### src/rtl/cache_fill_fsm.sv
// Cache miss fill controller: fetches one 16-byte block as eight 16-bit words
// from main memory, strobing the data array per word and the tag array on the last.

module dff (
  output logic q,
  input  logic d,
  input  logic wen,
  input  logic clk,
  input  logic rst
);
  always_ff @(posedge clk or posedge rst) begin
    if (rst)      q <= 1'b0;
    else if (wen) q <= d;
  end
endmodule

module cache_fill_fsm (
  input  logic        clk,
  input  logic        rst,
  input  logic        miss_detected,
  input  logic [15:0] miss_address,
  input  logic [15:0] memory_data,
  input  logic        memory_data_valid,
  output logic        fsm_busy,
  output logic        write_data_array,
  output logic        write_tag_array,
  output logic [15:0] memory_address
);

  typedef enum logic {
    IDLE = 1'b0,
    WAIT = 1'b1
  } state_t;

  state_t      state_q, state_d;
  logic        state_bit_q;
  logic [2:0]  cnt_q, cnt_d;
  logic [11:0] base_q, base_d;
  logic        base_wen;

  // Data words flow straight to the cache; block offset bits are never used.
  logic unused_inputs;
  assign unused_inputs = ^{memory_data, miss_address[3:0]};

  assign state_q = state_t'(state_bit_q);

  dff u_state (
    .q   (state_bit_q),
    .d   (state_d),
    .wen (1'b1),
    .clk (clk),
    .rst (rst)
  );

  for (genvar i = 0; i < 3; i++) begin : g_cnt
    dff u_cnt (
      .q   (cnt_q[i]),
      .d   (cnt_d[i]),
      .wen (1'b1),
      .clk (clk),
      .rst (rst)
    );
  end

  for (genvar i = 0; i < 12; i++) begin : g_base
    dff u_base (
      .q   (base_q[i]),
      .d   (base_d[i]),
      .wen (base_wen),
      .clk (clk),
      .rst (rst)
    );
  end

  always_comb begin
    state_d          = state_q;
    cnt_d            = cnt_q;
    base_d           = base_q;
    base_wen         = 1'b0;
    fsm_busy         = 1'b0;
    write_data_array = 1'b0;
    write_tag_array  = 1'b0;
    memory_address   = 16'h0000;
    case (state_q)
      IDLE: begin
        if (miss_detected) begin
          state_d  = WAIT;
          cnt_d    = 3'd0;
          base_d   = miss_address[15:4];
          base_wen = 1'b1;
        end
      end
      WAIT: begin
        fsm_busy       = 1'b1;
        // Fill always starts at word 0; the counter never carries into base.
        memory_address = {base_q, cnt_q, 1'b0};
        if (memory_data_valid) begin
          write_data_array = 1'b1;
          if (cnt_q == 3'd7) begin
            write_tag_array = 1'b1;
            state_d         = IDLE;
            cnt_d           = 3'd0;
          end else begin
            cnt_d = cnt_q + 3'd1;
          end
        end
      end
      default: state_d = IDLE;
    endcase
  end

endmodule

### config.mk
export PLATFORM = sky130hd
export DESIGN_NAME = cache_fill_fsm
export DESIGN_NICKNAME = d
export VERILOG_FILES = /design/src/rtl/cache_fill_fsm.sv
export SDC_FILE = /design/constraint.sdc
export NUM_CORES = 1
export LEC_CHECK = 0
export CAP_MARGIN = 30
export CORE_AREA = 2 2 60 62
export CTS_CLUSTER_DIAMETER = 100
export CTS_CLUSTER_SIZE = 14
export DETAILED_ROUTE_END_ITERATION = 10
export DIE_AREA = 0 0 62 64
export PLACE_DENSITY = 0.75
export SYNTH_ARGS = -nofsm -noshare
export SYNTH_HDL_FRONTEND = slang
export SYNTH_HIERARCHICAL = 1
export SYNTH_SLANG_ARGS = --single-unit
### constraint.sdc
create_clock -name clk -period 1.56 [get_ports clk]
set_input_delay 0.312 -clock clk [delete_from_list [all_inputs] [get_ports clk]]
set_output_delay 0.312 -clock clk [all_outputs]
set_load 0.005 [all_outputs]
### Word-level counts from Yosys, hierarchy flattened

Index checks and enable logic that the tools add are counted.

| cells by class | value |
|---|---|
| $add $sub $neg | 1 |
| eq/ne operators | 3 |
| muxes and demuxes | 16 |
| bitwise logic cells | 1 |
| reductions and logical operators | 2 |

Operators with widths:

| operator | count |
|---|---|
| 16-bit two-way mux | 1 |
| 1-bit two-way mux | 10 |
| 3-bit two-way mux | 3 |
| 3-bit case mux with 2 select lines | 1 |
| 2-bit != test (second input constant) | 2 |
| 3-bit by 1-bit adder with 3-bit output (second input constant) | 1 |
| 3-bit == test (second input constant) | 1 |
| 3-bit AND reduction | 1 |
| 1-bit case mux with 2 select lines | 1 |
| 2-bit AND reduction | 1 |
| 1-bit NOT | 1 |

| word-level totals | value |
|---|---|
| bits in registers | 16 |
| output and inout port bits | 19 |
| word-level logic and storage cells | 39 |

### Logic depth before layout (Yosys ltp)

Gate-level depths: netlist of run 1.

| depth | value |
|---|---|
| depth after elaboration | 4 |
| depth in mapped cells | 5 |
| depth with buffers taken out | 5 |

### By module

The synthesis of run 1 kept the hierarchy.

By module, submodules not included:

| module | times used | cells each | area an instance (µm²) |
|---|---|---|---|
| dff | 16 | 3 | 43.8 |
| cache_fill_fsm | 1 | 48 | 437.9 |

### Worst setup path after synthesis of run 1

OpenSTA, ideal clock, no wires.

| path | value |
|---|---|
| path kind | reg-to-reg |
| from | register g_cnt[0].u_cnt.q |
| to | register g_cnt[2].u_cnt.q |
| arrival | 1513 ps |
| data required time | 1435 ps |
| path slack | -78 ps |
| stages on the path, launching flop included | 6 |
| path buffers | 0 |
| cells stage by stage | dfrtp_1 ha_1 ha_1 mux2_2 a22o_1 mux2_4 |

| between the ends | value |
|---|---|
| word-level cells in the longest chain between the ends | 4 |
| elaborated cells between the ends (all ways) | 5 |

RTL lines:

| what | RTL line | source |
|---|---|---|
| start: declaration | 5 | `output logic q,` |
| start signal: assignment | 12 | `if (rst) q <= 1'b0;` |
| start signal: assignment | 13 | `else if (wen) q <= d;` |
| 3-bit by 1-bit adder with 3-bit output / 3-bit == test (equally long branches) | 104, 99 |  |
| 3-bit two-way mux * | 99 | `if (cnt_q == 3'd7) begin` |
| 3-bit two-way mux * | 97 | `if (memory_data_valid) begin` |
| 3-bit case mux with 2 select lines * | 84 | `case (state_q)` |
| net cnt_d[2] | 37 | `logic [2:0] cnt_q, cnt_d;` |
| end signal: assignment | 12 |  |
| end signal: assignment | 13 |  |
| end: declaration | 5 |  |

Mark *: on every way through the listed nets, which the timed path passes. The rest lies on a longest branch. The select of a mux whose other input is x is not followed.
A chain may end at the register's enable or synchronous reset.

### Final worst setup path of run 1

| path | value |
|---|---|
| from | register u_state.q |
| to | register g_base[6].u_base.q |

| between the ends | value |
|---|---|
| word-level cells in the longest chain between the ends | 2 |
| elaborated cells between the ends (all ways) | 3 |

RTL lines:

| what | RTL line |
|---|---|
| start: declaration | 5 |
| start signal: assignment | 12 |
| start signal: assignment | 13 |
| 1-bit two-way mux / 1-bit NOT (equally long branches) | - |
| 3-bit AND reduction (no line) * | - |
| end signal: assignment | 12 |
| end signal: assignment | 13 |
| end: declaration | 5 |

Mark *: on every way between the ends. The rest lies on a longest branch, timed or not.

==> impl_metrics.ini, run 1 <==
[run_status]
status = complete, but fails checks
violations = negative setup slack

[synth]
synth-main-ff-cell = dfrtp_1
synthAdderAreaFrac_pct = 2.20
yosys.area_share.xor_xnor_pct = 0
synthSimpleGateAreaFrac_pct = 14.7
ys_types = 19
synth_cells = 96
yosysWarnings = 6
syn_avg_cell_area_sq_um = 11.9
synthDominantCellAreaShare_pct = 35.2
synth_area_sq_um = 1140
synthTopCellsByArea = dfrtp_1, mux2_4, and2_1
yosysSeqAreaShare_pct = 35.2
synthMuxAreaShare_pct = 36.9
ys_seq_elements = 16
synth_compound_area_share_pct = 2.31
synth_edf_count = 0
async_flop_share_pct = 100
synth_largest_area_cell = dfrtp_1
synth_top_family_by_area = multiplexers

[clocking]
cts_root_buf = clkbuf_4
cts_tree = yes
htree_levels = 1
clkLatencyLatePin_ps = 280
clkSinkCount = 16
cts.clk_slew.worst_paths_ps = 90
clock_path_buffers = 2
numCtsBuffers = 3

[sta]
setup_ws_ps = -156
rsz0062_at_grt = true
post-route-min-period_ps = 1720
tightest_slew_ps = 621
fin_setup_tns_ps = -1800
finClkSkew_ps = 0.859
fmax_mhz = 583
layout_worst_path_cycle_share_pct = 110
setup_viol = 17
hold_viol = 0
slew_violations = 0
worst_slew_margin_rel_pct = 58.5

[die]
fp-row-count = 21
die-area_sq_um = 3970
core-area_sq_um = 3280
die_y_microns = 64
initial_core_util_pct = 34.7
io_pins = 55
die_x_microns = 62

[detailed_routing]
drt_pass1_iterations = 3
wl_mm = 2.74
wl_per_cell_microns = 13.6
drt.antenna.violating_nets = 0
vias_per_cell = 4.45
initialDrtViolationCount = 21
remaining_drc_errors = 0
vias = 894

[global_route]
grt_pass1_wl_mm = 4.19
grt_max_degree = 17
grt_usage_pct = 14.1
grt_antenna_before_repair = 0
gr-total-overflow = 0
grt_pass1_vias = 928

[setup_path]
critPathMaxStageDelay_ps = 460
worstReg2RegStart = u_state/q
cp-start-kind = register
crit_path_cell_trace = buf_12 > buf_6 > nor2b_4 > buf_12 > mux2_4 > mux2_4
critPathTopFamily = multiplexers
crit_path_top_delay_cell = dfrtp_2
crit_required_ps = 1740
timing.rr.end = g_base[6].u_base/q
ff2ff_setup_slack_ps = -160
worstSetupPathType = register to register
endpoint_kind = register
rr_worst_depth = 6
cp.arrival_ps = 1890
crit_fanout = 10
crit_buf_inv = 3

[finish]
fin_cells = 201
syn2layout_area_growth_pct = 61.1
final_common_cell = mux2_4
drive_gt1_share_pct = 59.4
multi_input_area_sq_um = 721
antenna_cells = 0
fin_nets = 195
fill_cells = 281
seqCellArea_sq_um = 402
final_cell_mix = mux2_4, buf_6, inv_1

[hold_path]
hold_path_startpoint = g_base[1].u_base/q
min_to = g_base[1].u_base/q
hold_depth = 1
hold_path.class = register to register

[placed_design]
hpwl_mm = 1.85
io_buffers = 33
dp.cells = 188
dpl_worst_slack_ps = -304
place.gp.congestion = 0.785

[pwr]
power_leakage_nw = 0.956
power.density_nw_per_um2 = 1590
total_power_w = 0.00291
ir_drop_v = 0.000503

[job]
maxCapViolCount = 0
## state kept, by name, indices dropped and copies added (netlist names)
name,cells
u_state/q,1
g_cnt.u_cnt/q,3
g_base.u_base/q,12
## Yosys cell counts, types with 2 or more instances
master / number
dfrtp_1: 16
a211o_1: 2
inv_1: 16
mux2_4: 25
buf_4: 2
ha_1: 2
mux2_2: 4
and2_1: 16
conb_1: 2
and3b_1: 2
## worst max-delay path by stage
| stage | from | slack [ps] | to | depth (start not counted) |
|---|---|---|---|---|
| 2_1_floorplan | g_cnt[0].u_cnt/q | -20 | g_cnt[2].u_cnt/q | 5 |
| 3_3_place_gp | miss_detected | -290 | g_base[3].u_base/q | 5 |
| 3_5_place_dp | miss_detected | -300 | g_base[6].u_base/q | 5 |
| 4_1_cts | g_cnt[0].u_cnt/q | -180 | write_tag_array | 4 |
| 5_1_grt | u_state/q | -190 | g_base[1].u_base/q | 6 |
| 6_report | u_state/q | -160 | g_base[6].u_base/q | 6 |
## logic make-up (layout without fill, tap and decap cells)
family,Yosys count,after routing
buffers and inverters,20,76
adder cells (fa/ha/maj),2,2
AND/OR/NAND/NOR,24,24
flip-flops,16,16
multiplexers,29,29
other,2,5
AO/OA/AOI/OAI,3,3
## area by class of cell
class | count | share of cell area (%)
multi-input cells | 63 | 39.3
inverters | 16 | 3.27
repair buffers | 57 | 31.2
well taps | 46 | 3.14
clock buffers | 3 | 1.23
flip-flops and latches | 16 | 21.9
## repair_timing
action                                  4_1_cts  5_1_grt
setup buffers                                 8        2
endpoints found under the setup margin       29       32
hold buffers                                  0        0
pin swaps                                     2        0
cloned                                        1        0
resized for setup                            85       18
## report_power, final
group / total, W / internal (W) / leakage (nW) / switching (W)
clock network: 0.000215 / 0.0000898 / 0.0138 / 0.000126
registers: 0.000759 / 0.000602 / 0.201 / 0.000157
logic: 0.00194 / 0.00138 / 0.742 / 0.000552
## per-layer routing
| metal | vias to the layer above | wire length (microns) | track usage (%) |
|---|---|---|---|
| met5 | - | 0 | 0 |
| met4 | 0 | 28 | 4.79 |
| met3 | 4 | 105 | 1.82 |
| met2 | 22 | 1510 | 25.0 |
| met1 | 443 | 1100 | 16.8 |
| li1 | 425 | - | - |
## through the flow
| stage | area [sq um] | utilization [%] | hold slack, ps |
|---|---|---|---|
| after floorplan | 1170 | - | 40.7 |
| after global placement | 1670 | 50.8 | 511 |
| after detailed placement | 1670 | 50.8 | 514 |
| after CTS | 1800 | 54.9 | 555 |
| after global routing | 1830 | 55.8 | 578 |
| final | 1830 | 55.8 | 553 |
No activity file was read; power rests on OpenSTA's default activity.
==> run 2, diff against run 1 <==
CAP_MARGIN = default   (was 30)
==> results of run 2 <==
The final DEF is identical to that of run 1; final timing and power are the same.
